==> src/rtl/mpu_control_fsm.sv <==
// mpu_control_fsm
//   Multi-cycle control unit for the 8-bit accumulator soft MPU. It sequences
//   fetch, operand fetch, memory access and execute. It drives every datapath
//   load, select and write strobe from the current state, the instruction
//   byte and the accumulator flags.
//
// Parameters
//   MEM_RD_LAT : memory read latency in cycles (1..4). The address is held
//                for this many cycles before the read data is used.
//
// Ports
//   clk, rst          : clock (rising edge), asynchronous active-low reset
//   InstReg[7:0]      : instruction byte held in the datapath IR
//   Aeq0, Apos        : accumulator is zero / accumulator bit 7 is clear
//   IRload, MRload, PCload, MemWr, Aload, RFwr, outen : datapath strobes
//   MemInst           : memory address select (0 = PC, 1 = MAR)
//   JMPsel, SHsel, Asel, ALUsel : datapath selects
//   halted            : high while in HALT
//   state[2:0]        : current state encoding, for debug
module mpu_control_fsm #(
  parameter int MEM_RD_LAT = 1
) (
  input  logic       clk,
  input  logic       rst,
  input  logic [7:0] InstReg,
  input  logic       Aeq0,
  input  logic       Apos,
  output logic       IRload,
  output logic       MRload,
  output logic       PCload,
  output logic       MemInst,
  output logic       MemWr,
  output logic       Aload,
  output logic       RFwr,
  output logic       outen,
  output logic [1:0] JMPsel,
  output logic [1:0] SHsel,
  output logic [1:0] Asel,
  output logic [2:0] ALUsel,
  output logic       halted,
  output logic [2:0] state
);

  typedef enum logic [2:0] {
    FETCH     = 3'd0,
    LATCH_IR  = 3'd1,
    EXEC      = 3'd2,
    OPND_WAIT = 3'd3,
    OPND_USE  = 3'd4,
    MEM       = 3'd5,
    MEM_USE   = 3'd6,
    HALT      = 3'd7
  } state_t;

  // Wait counter counts 0..MEM_RD_LAT-1 inside each wait state.
  localparam logic [1:0] LAT_M1 = 2'(MEM_RD_LAT - 1);

  state_t     state_q, state_d;
  logic [1:0] wcnt_q, wcnt_d;
  logic [3:0] opcode;
  logic       lat_done;
  logic       unused_rn2;

  assign opcode     = InstReg[7:4];
  assign lat_done   = (wcnt_q == LAT_M1);
  // Register number is decoded by the datapath, not here.
  assign unused_rn2 = InstReg[2];
  assign state      = state_q;

  always_ff @(posedge clk or negedge rst) begin
    if (!rst) begin
      state_q <= FETCH;
      wcnt_q  <= '0;
    end else begin
      state_q <= state_d;
      wcnt_q  <= wcnt_d;
    end
  end

  always_comb begin
    state_d = state_q;
    wcnt_d  = '0;
    IRload  = 1'b0;
    MRload  = 1'b0;
    PCload  = 1'b0;
    MemInst = 1'b0;
    MemWr   = 1'b0;
    Aload   = 1'b0;
    RFwr    = 1'b0;
    outen   = 1'b0;
    JMPsel  = 2'b00;
    SHsel   = 2'b00;
    Asel    = 2'b00;
    ALUsel  = 3'b000;
    halted  = 1'b0;

    case (state_q)
      FETCH: begin
        if (lat_done) state_d = LATCH_IR;
        else          wcnt_d  = wcnt_q + 2'd1;
      end

      LATCH_IR: begin
        IRload  = 1'b1;
        PCload  = 1'b1;
        state_d = EXEC;
      end

      EXEC: begin
        state_d = FETCH;
        case (opcode)
          4'h0: begin Asel = 2'b01; Aload = 1'b1; end
          4'h1: RFwr = 1'b1;
          4'h5: begin ALUsel = 3'b100; Aload = 1'b1; end
          4'h6: begin ALUsel = 3'b101; Aload = 1'b1; end
          4'h7: begin ALUsel = 3'b001; Aload = 1'b1; end
          4'h8: begin ALUsel = 3'b010; Aload = 1'b1; end
          4'h9: begin
            Aload = 1'b1;
            case (InstReg[1:0])
              2'b00:   ALUsel = 3'b011;
              2'b01:   ALUsel = 3'b110;
              2'b10:   ALUsel = 3'b111;
              default: ALUsel = 3'b000;
            endcase
          end
          4'hA: begin SHsel = InstReg[1:0]; Aload = 1'b1; end
          4'hB: begin
            if (InstReg[0]) outen = 1'b1;
            else begin Asel = 2'b10; Aload = 1'b1; end
          end
          4'hC: state_d = HALT;
          4'hE, 4'hF: begin
            // PC already points past this instruction, so the offset is
            // relative to the following one.
            if ((opcode == 4'hE) ? Aeq0 : Apos) begin
              PCload = 1'b1;
              JMPsel = {1'b1, InstReg[3]};
            end
          end
          default: state_d = OPND_WAIT;  // 2, 3, 4, D carry an operand byte
        endcase
      end

      OPND_WAIT: begin
        if (lat_done) state_d = OPND_USE;
        else          wcnt_d  = wcnt_q + 2'd1;
      end

      OPND_USE: begin
        state_d = FETCH;
        case (opcode)
          4'h2, 4'h3: begin MRload = 1'b1; PCload = 1'b1; state_d = MEM; end
          4'h4: begin Asel = 2'b11; Aload = 1'b1; PCload = 1'b1; end
          4'hD: begin PCload = 1'b1; JMPsel = 2'b01; end
          default: ;
        endcase
      end

      MEM: begin
        MemInst = 1'b1;
        if (opcode == 4'h3) begin
          // Store completes in a single cycle, so the write strobe is
          // never repeated.
          MemWr   = 1'b1;
          state_d = FETCH;
        end else if (lat_done) begin
          state_d = MEM_USE;
        end else begin
          wcnt_d  = wcnt_q + 2'd1;
        end
      end

      MEM_USE: begin
        MemInst = 1'b1;
        Asel    = 2'b11;
        Aload   = 1'b1;
        state_d = FETCH;
      end

      HALT: halted = 1'b1;

      default: state_d = FETCH;
    endcase
  end

endmodule
==> config.mk <==
export PLATFORM = sky130hd
export DESIGN_NAME = mpu_control_fsm
export DESIGN_NICKNAME = d
export VERILOG_FILES = /design/src/rtl/mpu_control_fsm.sv
export SDC_FILE = /design/constraint.sdc
export NUM_CORES = 1
export LEC_CHECK = 0
export CORE_UTILIZATION = 40
export CTS_BUF_LIST = sky130_fd_sc_hd__clkbuf_8 sky130_fd_sc_hd__clkbuf_16
export DETAILED_ROUTE_END_ITERATION = 8
export GPL_TIMING_DRIVEN = 0
export PLACE_DENSITY_LB_ADDON = 0.05
export SLEW_MARGIN = 15
export SYNTH_ARGS = -nofsm -noshare
export SYNTH_HDL_FRONTEND = slang
export SYNTH_SLANG_ARGS = --single-unit
==> constraint.sdc <==
create_clock -name clk -period 2.1 [get_ports clk]
set_input_delay 0.42 -clock clk [delete_from_list [all_inputs] [get_ports clk]]
set_output_delay 0.42 -clock clk [all_outputs]
set_load 0.005 [all_outputs]
==> impl_metrics.tcl <==
set metrics [dict create \
    cp-start-kind "flop" \
    die_h_um 46.39 \
    fin_crit_ps 2143 \
    rsz0062_at_grt "true" \
    diodes 0 \
    cap_violations 0 \
    hold_buffers 0 \
    drcViolationCount 0 \
    syn-num-nets 121 \
    yosysUniqueCellTypes 38 \
    cts.clk_slew.worst_paths_ps 40 \
    p_int_uw 647.2 \
    drt_iter0_drc 33 \
    pwr-share-clk_pct 16.1 \
    routed_wl_um 2761 \
    floorplan.rows 15 \
    crit_fanout 5 \
    multiInputGateArea_um2 693.2 \
    vias 1016 \
    setup_viol 2 \
    firstDrtPassIters 5 \
    ant_nets 0 \
    grt_max_degree 11 \
    cpLargestDelayFamily "simple AND/OR/NAND/NOR gates" \
    overflow 0 \
    io_buffers 30 \
    endpoint_kind "primary output" \
    grt.total_usage_pct 27.42 \
    ys_ff_latch 5 \
    r2r-start "state[0]$_DFFE_PN0P_" \
    synth-async-reset-ratio_pct 100.0 \
    final_layout_size_suffix_gt1_share_pct 40.13 \
    dieArea_um2 2152 \
    yosys_most_used_dff "dfrtp_1" \
    final-seq-area_um2 127.6 \
    setup_tns_ps -57.62 \
    clock_sinks 5 \
    core_area_um2 1783 \
    crit_chain "or3b_1, buf_6, nor3_4, buf_6, nand2_2, o41ai_2, buf_2" \
    violations "negative setup slack" \
    cts_tree "built" \
    cts-root-buf "clkbuf_8" \
    clk_latency_ps 230 \
    p_leak_uw 0.0006357 \
    grt_pass1_wl_um 4243 \
    syn_area_um2 788.3 \
    dp_worst_setup_slack_ps -662.2 \
    vdd_drop_max_mv 0.5852 \
    synth_warnings 0 \
    clock_skew_ps 0.6472 \
    ios 33 \
    power_density_nw_per_um2 836.5 \
    slew_violations 0 \
    tightest_slew_ps 363.0 \
    netlist_instances 104 \
    seq_power_share_pct 13.1 \
    status "complete, but fails checks" \
    seq_area_frac_synth_pct 15.87 \
    final_common_cell "buf_4" \
    fin_crit_sh_pct 102.1 \
    worstSetupPathType "reg -> out" \
    grt_pass1_vias 941 \
    cp_common_cell "buf_6" \
    place.detailed.hpwl_um 1684 \
    crit_buf_inv 3 \
    cts_buffers 3 \
    critPathSlowestCell "dfrtp_2" \
    hold_violations 0 \
    area_growth_syn_to_layout_pct 72.06 \
    required_ps 1680 \
    fill_cells 132 \
    max_stage_delay_ps 400 \
    timing.final.ws_setup_ps -43.11 \
    fmax_ghz 0.4666 \
    final_cell_mix "14 x buf_4, 9 x buf_2, 8 x nand2_1, 8 x dlygate4sd2_1" \
    htreeDepth 1 \
    wl_per_cell_um 15.60 \
    switchingPower_uw 487.3 \
    combPwrFrac_pct 70.8 \
    placed_cell_area_um2 1120 \
    synth_edf_count 0 \
    die-width_um 46.39 \
    gp_congestion 0.8376 \
    initial_core_util_pct 44.21 \
    avgSynthCellArea_um2 7.579 \
    vias_per_cell 5.740 \
    relSlewSlack_pct 75.74 \
    worst_hold_path_type "in -> async" \
    final_cell_area_um2 1356 \
    crit_start "state[0]$_DFFE_PN0P_" \
    antenna_found_initial 0 \
    fin_nets 170 \
    switching_share_pct 42.95 \
    clock_path_buffers 2 \
    arrival_ps 1720 \
]
cells by family after synthesis:
logic type	synth area share (%)
adders and majority gates	7.937
DFF	15.87
and+or+nand+nor	42.70
AOI/OAI and AO/OA	21.27
muxes	2.540
buffers and inverters	9.681
cell usage after synthesis (2+ instances only):
cell,number,share of area [%]
a21oi_1,7,4.4
and2_1,4,3.2
and3_1,3,2.4
buf_2,4,2.5
buf_4,2,1.9
buf_6,2,2.9
dfrtp_1,5,16
ha_1,5,7.9
inv_1,4,1.9
mux2i_1,2,2.5
nand2_1,9,4.3
nand2b_1,7,5.6
nand3_1,4,2.5
nor2_1,6,2.9
nor2_2,2,1.6
nor2b_1,5,4.0
nor3_1,3,1.9
nor4_1,3,2.4
o21ai_0,4,2.5
o22ai_1,3,2.4
o32ai_1,2,2.2
or3_1,2,1.6
timing repair:
action | CTS | global route
setup buffers | 14 | 0
pin swaps | 7 | 7
endpoints found under the setup margin | 15 | 13
gates resized for setup | 74 | 19
power groups by stage:
stage / Clock [uW] / Combinational, uW / Sequential, uW
2_1_floorplan: 0 / 331 / 157
3_3_place_gp: 0 / 567 / 168
3_5_place_dp: 0 / 573 / 170
4_1_cts: 177 / 722 / 146
5_1_grt: 187 / 859 / 150
6_report: 182 / 803 / 149
per-layer routing:
layer  global-route usage (%)  routed length [um]  vias to the layer above
li1                         -                   -                      475
met1                    35.27                1182                      483
met2                    48.33                1392                       52
met3                    3.137                 156                        6
met4                    5.294                  29                        0
met5                        0                   0                        -
registers in the layout, summed over array words and instances, names as in the netlist:
signal and count:
state 3, wcnt_q 2
final timing paths:
| check | to | slack [ps] | cells past startpoint |
|---|---|---|---|
| max | JMPsel[0] | -40 | 7 |
| min | wcnt_q[0]$_DFF_PN0_ | 430 | 1 |
| max reg2reg | state[2]$_DFFE_PN0P_ | 420 | 7 |
| min reg2reg | wcnt_q[0]$_DFF_PN0_ | 650 | 2 |
| max in group asynchronous | state[2]$_DFFE_PN0P_ | 1440 | 1 |
| min in group clk | wcnt_q[0]$_DFF_PN0_ | 650 | 2 |
cell type report:
| cell class | instances | share of cell area (%) |
|---|---|---|
| plain buffers | 9 | 6.181 |
| clock buffers | 3 | 3.044 |
| clock inverters | 1 | 0.2768 |
| inverters | 4 | 1.107 |
| multi-input cells | 86 | 51.11 |
| flip-flops and latches | 5 | 9.410 |
| well taps | 25 | 2.306 |
| repair buffers | 44 | 26.57 |
worst register-to-register path: stages (launching register included):
cell and delay, ps:
dfrtp_2 400, or3b_1 390, buf_6 150, buf_4 140, buf_4 130, nor4_1 240, a21oi_1 80, nand2_1 70
metrics by stage:
stage	total power (uW)	hold WS, ps	std cells	util (%)
floorplan	487.4	124.4	104	-
global placement	734.5	591.5	159	62.81
detailed placement	742.4	631.7	159	62.81
CTS	1044	423.4	177	73.26
global route	1195	437.9	177	76.07
finish	1134	430.3	177	76.07
Power figures use the tool's default switching activity.
